--- src/rtl/apogee_mem_pkg.sv ---
// Shared types and constants for the apogee memory arbiter.
// Owner encoding matches the grant_id output.
package apogee_mem_pkg;

  localparam int AW_DEFAULT = 25;

  typedef enum logic [1:0] {
    IDLE  = 2'd0,
    ISSUE = 2'd1,
    DONE  = 2'd2
  } arb_state_t;

  localparam logic [1:0] GID_NONE = 2'd0;
  localparam logic [1:0] GID_IO   = 2'd1;
  localparam logic [1:0] GID_DMA  = 2'd2;
  localparam logic [1:0] GID_CPU  = 2'd3;

  // Fixed priority io > dma > cpu, unless the starvation guard forces the CPU through.
  function automatic logic [1:0] pick_winner(input logic io_p, input logic dma_p,
                                             input logic cpu_p, input logic cpu_force);
    if (cpu_force)  return GID_CPU;
    else if (io_p)  return GID_IO;
    else if (dma_p) return GID_DMA;
    else if (cpu_p) return GID_CPU;
    else            return GID_NONE;
  endfunction

endpackage

--- src/rtl/apogee_mem_arb_slot.sv ---
// One requester slot: pending flag, captured command and the port's read-data register.
// A new strobe always wins over a grant in the same cycle, so it re-arms pending.
module mem_arb_slot
  import apogee_mem_pkg::*;
#(
  parameter int AW = AW_DEFAULT
) (
  input  logic          clk,
  input  logic          reset,
  input  logic          req,
  input  logic          we,
  input  logic [AW-1:0] addr,
  input  logic [7:0]    din,
  input  logic          grant,
  input  logic          rd_load,
  input  logic [7:0]    rd_data,
  output logic          pending,
  output logic          cap_we,
  output logic [AW-1:0] cap_addr,
  output logic [7:0]    cap_din,
  output logic [7:0]    dout
);

  always_ff @(posedge clk) begin
    if (reset) begin
      pending  <= 1'b0;
      cap_we   <= 1'b0;
      cap_addr <= '0;
      cap_din  <= 8'h00;
      dout     <= 8'h00;
    end else begin
      if (req) begin
        pending  <= 1'b1;
        cap_we   <= we;
        cap_addr <= addr;
        cap_din  <= din;
      end else if (grant) begin
        pending <= 1'b0;
      end
      if (rd_load) dout <= rd_data;
    end
  end

endmodule

--- src/rtl/apogee_mem_arb.sv ---
// Three-way SDRAM byte-port arbiter: loader, video DMA and CPU share one memory command path,
// one transaction in flight, fixed priority with a CPU starvation guard.
module apogee_mem_arb
  import apogee_mem_pkg::*;
#(
  parameter int AW         = AW_DEFAULT,
  parameter int STARVE_MAX = 4
) (
  input  logic          clk,
  input  logic          reset,
  input  logic          io_req,
  input  logic [AW-1:0] io_addr,
  input  logic [7:0]    io_din,
  output logic          io_ack,
  input  logic          dma_req,
  input  logic [AW-1:0] dma_addr,
  output logic [7:0]    dma_dout,
  output logic          dma_ack,
  input  logic          cpu_req,
  input  logic          cpu_we,
  input  logic [AW-1:0] cpu_addr,
  input  logic [7:0]    cpu_din,
  output logic [7:0]    cpu_dout,
  output logic          cpu_ack,
  output logic          mem_req,
  output logic          mem_we,
  output logic [AW-1:0] mem_addr,
  output logic [7:0]    mem_din,
  input  logic [7:0]    mem_dout,
  input  logic          mem_ack,
  output logic [1:0]    grant_id,
  output logic          busy
);

  arb_state_t state;
  logic [2:0] starve;

  logic          io_pend, dma_pend, cpu_pend;
  logic          io_cwe, dma_cwe, cpu_cwe;
  logic [AW-1:0] io_caddr, dma_caddr, cpu_caddr;
  logic [7:0]    io_cdin, dma_cdin, cpu_cdin;
  logic [7:0]    io_dout_unused;

  logic          any_pend, cpu_force, can_grant, rd_done;
  logic [1:0]    winner;
  logic          sel_we;
  logic [AW-1:0] sel_addr;
  logic [7:0]    sel_din;

  assign any_pend  = io_pend | dma_pend | cpu_pend;
  assign cpu_force = cpu_pend && (starve == 3'(STARVE_MAX));
  assign winner    = pick_winner(io_pend, dma_pend, cpu_pend, cpu_force);
  // DONE can start the next grant directly, leaving only one dead cycle on mem_req.
  assign can_grant = (state != ISSUE) && any_pend;
  assign rd_done   = (state == ISSUE) && mem_ack && !mem_we;
  assign busy      = (state != IDLE);

  mem_arb_slot #(.AW(AW)) u_io_slot (
    .clk(clk), .reset(reset), .req(io_req), .we(1'b1), .addr(io_addr), .din(io_din),
    .grant(can_grant && (winner == GID_IO)), .rd_load(1'b0), .rd_data(8'h00),
    .pending(io_pend), .cap_we(io_cwe), .cap_addr(io_caddr), .cap_din(io_cdin),
    .dout(io_dout_unused)
  );

  mem_arb_slot #(.AW(AW)) u_dma_slot (
    .clk(clk), .reset(reset), .req(dma_req), .we(1'b0), .addr(dma_addr), .din(8'h00),
    .grant(can_grant && (winner == GID_DMA)), .rd_load(rd_done && (grant_id == GID_DMA)),
    .rd_data(mem_dout), .pending(dma_pend), .cap_we(dma_cwe), .cap_addr(dma_caddr),
    .cap_din(dma_cdin), .dout(dma_dout)
  );

  mem_arb_slot #(.AW(AW)) u_cpu_slot (
    .clk(clk), .reset(reset), .req(cpu_req), .we(cpu_we), .addr(cpu_addr), .din(cpu_din),
    .grant(can_grant && (winner == GID_CPU)), .rd_load(rd_done && (grant_id == GID_CPU)),
    .rd_data(mem_dout), .pending(cpu_pend), .cap_we(cpu_cwe), .cap_addr(cpu_caddr),
    .cap_din(cpu_cdin), .dout(cpu_dout)
  );

  always_comb begin
    sel_we   = 1'b0;
    sel_addr = '0;
    sel_din  = 8'h00;
    case (winner)
      GID_IO:  begin sel_we = io_cwe;  sel_addr = io_caddr;  sel_din = io_cdin;  end
      GID_DMA: begin sel_we = dma_cwe; sel_addr = dma_caddr; sel_din = dma_cdin; end
      GID_CPU: begin sel_we = cpu_cwe; sel_addr = cpu_caddr; sel_din = cpu_cdin; end
      default: ;
    endcase
  end

  // Command sequencer; the ack pulse and mem_req drop are both registered on mem_ack.
  always_ff @(posedge clk) begin
    if (reset) begin
      state    <= IDLE;
      starve   <= 3'd0;
      mem_req  <= 1'b0;
      mem_we   <= 1'b0;
      mem_addr <= '0;
      mem_din  <= 8'h00;
      grant_id <= GID_NONE;
      io_ack   <= 1'b0;
      dma_ack  <= 1'b0;
      cpu_ack  <= 1'b0;
    end else begin
      io_ack  <= 1'b0;
      dma_ack <= 1'b0;
      cpu_ack <= 1'b0;
      if (!cpu_pend) starve <= 3'd0;
      case (state)
        IDLE, DONE: begin
          if (can_grant) begin
            state    <= ISSUE;
            mem_req  <= 1'b1;
            mem_we   <= sel_we;
            mem_addr <= sel_addr;
            mem_din  <= sel_din;
            grant_id <= winner;
            if (cpu_pend) starve <= (winner == GID_CPU) ? 3'd0 : starve + 3'd1;
          end else begin
            state <= IDLE;
          end
        end
        ISSUE: begin
          if (mem_ack) begin
            state    <= DONE;
            mem_req  <= 1'b0;
            mem_we   <= 1'b0;
            mem_addr <= '0;
            mem_din  <= 8'h00;
            grant_id <= GID_NONE;
            io_ack   <= (grant_id == GID_IO);
            dma_ack  <= (grant_id == GID_DMA);
            cpu_ack  <= (grant_id == GID_CPU);
          end
        end
        default: state <= IDLE;
      endcase
    end
  end

endmodule

--- config.mk ---
export PLATFORM = sky130hd
export DESIGN_NAME = apogee_mem_arb
export DESIGN_NICKNAME = d
export VERILOG_FILES = /design/src/rtl/apogee_mem_pkg.sv /design/src/rtl/apogee_mem_arb_slot.sv /design/src/rtl/apogee_mem_arb.sv
export SDC_FILE = /design/constraint.sdc
export NUM_CORES = 1
export LEC_CHECK = 0
export ABC_AREA = 1
export CAP_MARGIN = 15
export CORE_MARGIN = 1
export CORE_UTILIZATION = 52
export DETAILED_ROUTE_END_ITERATION = 8
export PLACE_DENSITY_LB_ADDON = 0.1
export SETUP_SLACK_MARGIN = 0.2
export SLEW_MARGIN = 20
export SYNTH_ARGS = -nofsm -noshare
export SYNTH_HDL_FRONTEND = slang
export SYNTH_SLANG_ARGS = --single-unit
--- constraint.sdc ---
create_clock -name clk -period 2.5 [get_ports clk]
set_input_delay 0.25 -clock clk [delete_from_list [all_inputs] [get_ports clk]]
set_output_delay 0.25 -clock clk [all_outputs]
set_load 0.02 [all_outputs]
==> metrics.yaml, run 1 <==
clocking:
  post-cts-setup-buffers: 0
  cts-hold-fix-buffers: 0
  cts_buffers: 17
  cts_resized: 0
  clk_latency_ns: 0.42
  clk_pin_slew_ns: 0.06
  cts_tree: "built"
  cts.htree.levels: 4
  cts_sinks: 157
  clockBufferDepth: 2
  cts_root_buffer: "clkbuf_16"
die:
  die_w_um: 112
  initial_core_util_pct: 54.3
  die_area_um2: 12600
  core_area_um2: 11600
  row_count: 39
  die_h_um: 112
  ioPinCount: 163
pwr:
  power_density_nw_per_um2: 704
  vdd_ir_drop_max_mv: 0.494
  power.leakage_nw: 3.38
sta:
  fin_ws_ns: 0.398
  grt_setup_unrepaired: "no"
  setup_viol: 0
  tightestPinTransition_ns: 0.567
  drv_slew: 0
  slew_headroom_pct: 62.2
  fin_crit_ns: 2.10
  period_share_pct: 84.1
  finalHoldViolCount: 0
  fmax_ghz: 0.476
  tns_ns: 0
  fin_skew_ns: 0.00666
synth:
  ys_types: 28
  synth_top_family_by_area: "simple AND/OR/NAND/NOR gates"
  syn_inst: 845
  ys_ff_latch: 157
  synth_compound_area_share_pct: 13.2
  synth_area_leaders: "dfxtp_1 50%, nor2_1 13%, o21ai_0 8.7%"
  netlist_area_um2: 6300
  synthAdderAreaFrac_pct: 0.397
  muxShareOfSynthArea_pct: 0
  synth_xor_area_share_pct: 0
  avgSynthCellArea_um2: 7.46
  yosysWarnings: 0
  synth_top_area_share_pct: 49.9
  yosys.area_share.simple_pct: 31.4
  ys_seq_area_share_pct: 49.9
  synth_top_area_cell: "dfxtp_1"
  synthesis.nets: 953
routing:
  via_per_inst: 5.62
  totalWireLength_mm: 18.5
  drtIter0Drc: 637
  postRouteAntennaNets: 0
  drc: 9
  via_count: 6406
  wl_per_cell_um: 16.2
  drt_pass1_iterations: 7
finish:
  final_cell_mix: "225 x nor2_1, 161 x clkdlybuf4s50_1, 157 x dfxtp_1"
  final_common_cell: "nor2_1"
  utilization_pct: 73.6
  diodes: 0
  fin_area_um2: 8540
  fin_cells: 1139
  final_layout_size_suffix_gt1_share_pct: 6.63
  final_nets: 1096
  area_delta_synth_final_pct: 35.6
worst_setup_path:
  required_ns: 2.84
  slowest_delay_ns: 0.42
  setup.worst_path.end_class: "flop"
  crit_top_cell: "nand2_1"
  crit_chain: "inv_2 -> nand2_2 -> nand2_4 -> nand2_4 -> nor2_2 -> nand2_1 -> nand2_1 -> nand2_1 -> a21oi_1"
  cp_num_buf_inv: 1
  critical_path.top_delay_family: "simple AND/OR/NAND/NOR gates"
  cp.arrival_ns: 2.45
  worstSetupStartpointType: "flop"
  crit_fanout: 37
  crit_type: "flop to flop"
  critPathSlowestCell: "nor2_2"
global_route:
  grt_pass1_wl_mm: 30.0
  antenna_found_initial: 0
  grt_pass1_vias: 6356
  grt-ovfl-total: 0
  grt_start_max_net_pins: 51
  grtUsageTotal_pct: 30.2
place:
  dpl.hpwl_mm: 12.0
  place_ws_ns: 0.470
  port_buffers: 162
  dpl_cell_area_um2: 8000
  finalWeightedCongestion: 0.849
  placed_cells: 1111
job:
  cap_violations: 0
status:
  status: "finished, violations left"
  violations: "design-rule violations"
hold_path:
  hold_path_class: "input port to flop"
metal layers:
layer	global-route usage (%)	up-vias	share of wire, %
li1	-	3101	-
met3	7.24	32	8.5
met1	36.7	2962	40
met2	51.5	311	49
met4	12.4	0	1.9
met5	0	-	0
stage by stage:
stage / total power, mW / hold WS [ns]
floorplan: 3.30 / 0.385
global placement: 3.69 / 0.452
detailed placement: 3.72 / 0.459
CTS: 6.00 / 0.356
global route: 6.23 / 0.416
finish: 6.01 / 0.386
worst paths after layout:
check / from / end / slack (ns) / cells after the start
setup / recovery: u_cpu_slot.pending / mem_we / 0.40 / 9
setup reg to reg: u_cpu_slot.pending / mem_we / 0.40 / 9
hold reg to reg: mem_addr[8] / mem_addr[8] / 0.46 / 2
hold / removal: reset / u_dma_slot.cap_addr[5] / 0.39 / 4
power breakdown:
part | internal [mW] | total, mW | switching, mW
logic | 0.407 | 0.960 | 0.553
registers | 2.66 | 2.75 | 0.0932
clock network | 1.39 | 2.30 | 0.913
worst register-to-register path: stages (launching register included):
cell and delay [ns]:
dfxtp_1 0.37, inv_2 0.12, nand2_2 0.08, nand2_4 0.27, nand2_4 0.35, nor2_2 0.43, nand2_1 0.11, nand2_1 0.09
nand2_1 0.05, a21oi_1 0.16
sequential cells by signal (all words and copies together), names as in the netlist, 2 cells and up:
register,cells
mem_addr,25
u_cpu_slot.cap_addr,25
u_dma_slot.cap_addr,25
u_io_slot.cap_addr,25
mem_din,8
u_cpu_slot.cap_din,8
u_cpu_slot.dout,8
u_dma_slot.dout,8
u_io_slot.cap_din,8
starve,3
grant_id,2
state,2
Yosys cell counts:
master,count
nand2_1,104
nand3_1,62
nor2_4,1
buf_1,2
buf_2,8
nor2_1,225
nand4_1,51
nand3_2,3
or2_4,1
o21ai_0,109
a21oi_2,7
buf_4,3
nor2_2,1
dfxtp_1,157
clkbuf_1,42
inv_2,3
ha_1,2
a21boi_0,1
clkinv_1,3
nor3_1,1
o211ai_4,1
a21oi_1,36
nand2_4,2
inv_1,11
buf_6,3
o21ai_1,3
nand2_2,2
nor3_4,1
cell families after synthesis:
logic type | Yosys count
AOI/OAI and AO/OA | 157
DFF | 157
buffers and inverters | 75
and+or+nand+nor | 454
adders and majority gates | 2
cell type report:
type                    instances  area, um2
flip-flops and latches        157       3140
fillers                       926       3070
multi-input cells             613       2830
repair buffers                182       1810
clock buffers                  24        472
well taps                     143        179
inverters                      17       63.8
clock inverters                 3       40.0
No activity file was read; power rests on OpenSTA's default activity.
==> run 2, diff against run 1 <==
- CORE_UTILIZATION: 52 -> 49
- clock period: 2.5 -> 2 ns (I/O delays scaled with it)
==> run 2 against run 1 <==
  * The run now ends clean
  * Worst hold slack got worse by 0.23 ns
  * Design area increased by 2.8%
  * Clock skew increased by 0.0048 ns
  * Flip-flop and latch count unchanged
  * Sequential power increased by 25%
  * Critical path depth decreased by 8
  * Register-to-register slack got worse by 0.09 ns
  * Clock-buffer cell count increased by 1
  * Critical endpoint is now mem_we
  * Largest power group unchanged
  * Highest routed layer unchanged
==> metrics.yaml, run 2 (synthesized netlist as in run 1, its figures left out) <==
job:
  cap_violations: 0  # unchanged
worst_setup_path:
  cp_num_buf_inv: 1  # unchanged
  r2r-end: "starve[1]"  # was mem_we
  cp.arrival_ns: 1.52  # was 2.45 ns
  slowest_delay_ns: 0.65  # was 0.42 ns
  crit_type: "flop to output port"  # was flop to flop
  crit_fanout: 4  # was 37
  critPathSlowestCell: "clkdlybuf4s50_1"  # was nor2_2
  required_ns: 1.80  # was 2.84 ns
  crit_chain: "clkdlybuf4s50_1"  # was inv_2 -> nand2_2 -> nand2_4 -> nand2_4 -> nor2_2 -> nand2_1 -> nand2_1 -> nand2_1 -> a21oi_1
  rrSetupSlack_ns: 0.31  # was 0.40 ns
  critical_path.top_delay_family: "buffers and inverters"  # was simple AND/OR/NAND/NOR gates
  worstSetupStartpointType: "flop"  # unchanged
  setup.worst_path.end_class: "output port"  # was flop
  rr_worst_depth: 8  # was 9
  regToRegStartpoint: "starve[1]"  # was u_cpu_slot.pending
finish:
  area_delta_synth_final_pct: 39.3  # was 35.6%
  final_cell_mix: "225 x nor2_1, 160 x clkdlybuf4s50_1, 157 x dfxtp_1"  # was 225 x nor2_1, 161 x clkdlybuf4s50_1, 157 x dfxtp_1
  final_layout_size_suffix_gt1_share_pct: 7.92  # was 6.63%
  final_common_cell: "nor2_1"  # unchanged
  fillers: 1095  # was 926
  diodes: 0  # unchanged
  final_nets: 1105  # was 1096
  utilization_pct: 69.9  # was 73.6%
sta:
  grt_setup_unrepaired: "yes"  # was no
  tns_ns: 0  # unchanged
  setup_viol: 0  # unchanged
  fmax_ghz: 0.580
  tightestPinTransition_ns: 0.521  # was 0.567 ns
  fin_skew_ns: 0.0115  # was 0.00666 ns
  fin_crit_ns: 1.72
  drv_slew: 0  # unchanged
  period_share_pct: 86.2
  finalHoldViolCount: 0  # unchanged
  slew_headroom_pct: 65.3  # was 62.2%
hold_path:
  hold_path_class: "input port to flop"  # unchanged
  hold_start: "reset"  # unchanged
  whs_path_depth: 2  # was 4
  hold_path_end: "u_io_slot.cap_we"  # was u_dma_slot.cap_addr[5]
clocking:
  cts_root_buffer: "clkbuf_16"  # unchanged
  cts_tree: "built"  # unchanged
  clockBufferDepth: 2  # unchanged
  cts_buffers: 17  # unchanged
  clk_pin_slew_ns: 0.06  # about the same
  clk_latency_ns: 0.43  # was 0.42 ns
  cts.htree.levels: 4  # unchanged
  cts_sinks: 157  # unchanged
die:
  die_h_um: 115  # was 112 um
  core_area_um2: 12600  # was 11600 um2
  die_w_um: 115  # was 112 um
  row_count: 41  # was 39
  ioPinCount: 163  # unchanged
  die_area_um2: 13300  # was 12600 um2
  initial_core_util_pct: 50.1  # was 54.3%
routing:
  wl_per_cell_um: 15.1  # was 16.2 um
  via_per_inst: 5.26  # was 5.62
  drtIter0Drc: 451  # was 637
  totalWireLength_mm: 17.9  # was 18.5 mm
  postRouteAntennaNets: 0  # unchanged
  drc: 0  # was 9
  via_count: 6218  # was 6406
  drt_pass1_iterations: 5  # was 7
pwr:
  power_density_nw_per_um2: 906  # was 704 nW/um2
  vdd_ir_drop_max_mv: 0.564  # was 0.494 mV
  power.leakage_nw: 3.49  # was 3.38 nW
place:
  finalWeightedCongestion: 0.816  # was 0.849
  dpl.hpwl_mm: 11.4  # was 12.0 mm
  port_buffers: 162  # unchanged
status:
  status: "finished, final reports clean"  # was finished, violations left
global_route:
  grt-ovfl-total: 0  # unchanged
  grtUsageTotal_pct: 27.8  # was 30.2%
  grt_pass1_wl_mm: 28.2  # was 30.0 mm
  antenna_found_initial: 0  # unchanged
  grt_pass1_vias: 5612  # was 6356
  grt_start_max_net_pins: 61  # was 51
-- run 2: cell types whose count changed in the layout (fill, tap and decap cells not counted), sizes merged --
cell	delta
clkinv	+2
buf	+8
bufinv	+2
clkbuf	+2
clkdlybuf4s50	-1
dlygate4sd2	+1
-- run 2: worst reg2reg max path, stage by stage (launching register included) --
cell      delay (ns)
dfxtp_1         0.37
inv_1           0.06
ha_1            0.18
nand3_2         0.18
nand3_4         0.23
buf_12          0.23
nand2_1         0.12
nand3_1         0.08
a21boi_0        0.17
-- run 2: timing repair --
item / CTS / global route
gates resized for setup: 1 / 6
setup endpoints to repair: 1 / 39
buffers inserted: 0 / 2
gates cloned: 0 / 1
pin swaps: 0 / 1
hold buffers: 0 / 0
-- run 2: worst max path at each step --
stage / startpoint / endpoint / slack [ns] / depth (start not counted)
6_report: mem_we / mem_we / 0.28 / 1
5_1_grt: starve[1] / starve[2] / 0.19 / 8
4_1_cts: starve[1] / mem_addr[18] / 0.25 / 8
3_5_place_dp: starve[1] / starve[1] / 0.29 / 8
3_3_place_gp: u_cpu_slot.pending / mem_din[7] / 0.32 / 9
2_1_floorplan: starve[0] / u_cpu_slot.pending / 0.54 / 8
-- run 2: routing by layer --
| layer | vias to the layer above | GRT usage (%) | wire length, um |
|---|---|---|---|
| met2 | 218 | 45.1 | 8400 |
| met5 | - | 0 | 0 |
| met4 | 0 | 11.0 | 246 |
| met3 | 17 | 5.69 | 991 |
| li1 | 3132 | - | - |
| met1 | 2851 | 36.2 | 8260 |
-- run 2: report_power, final --
part           internal [mW]  switching [mW]
logic                  0.552           0.699
clock network           2.05            1.22
registers               3.32           0.111
-- run 2: area by class of cell --
class / count / area, um2 / share of cell area, %
Tap cell: 172 / 215 / 2.45
Clock inverter: 7 / 110 / 1.25
Sequential cell: 157 / 3140 / 35.8
Inverter: 17 / 63.8 / 0.727
Clock buffer: 25 / 485 / 5.53
Timing Repair Buffer: 191 / 1910 / 21.7
Multi-Input combinational cell: 613 / 2850 / 32.5
-- run 2: stage by stage --
step,hold WS [ns],area [um2],cells,worst slack [ns],power [mW]
after global placement,0.449,8120,1147,0.322,4.68
final,0.159,8780,1182,0.277,7.96
after CTS,0.136,8710,1179,0.247,7.93
after floorplan,0.335,6300,845,0.540,4.13
after global routing,0.174,8780,1182,0.194,8.27
after detailed placement,0.456,8120,1147,0.287,4.69
==> run 3, diff against run 2 <==
- CORE_MARGIN: 1 -> not set
==> results of run 3 <==
Same layout as run 2: the final DEF is identical, and so are final timing and power.
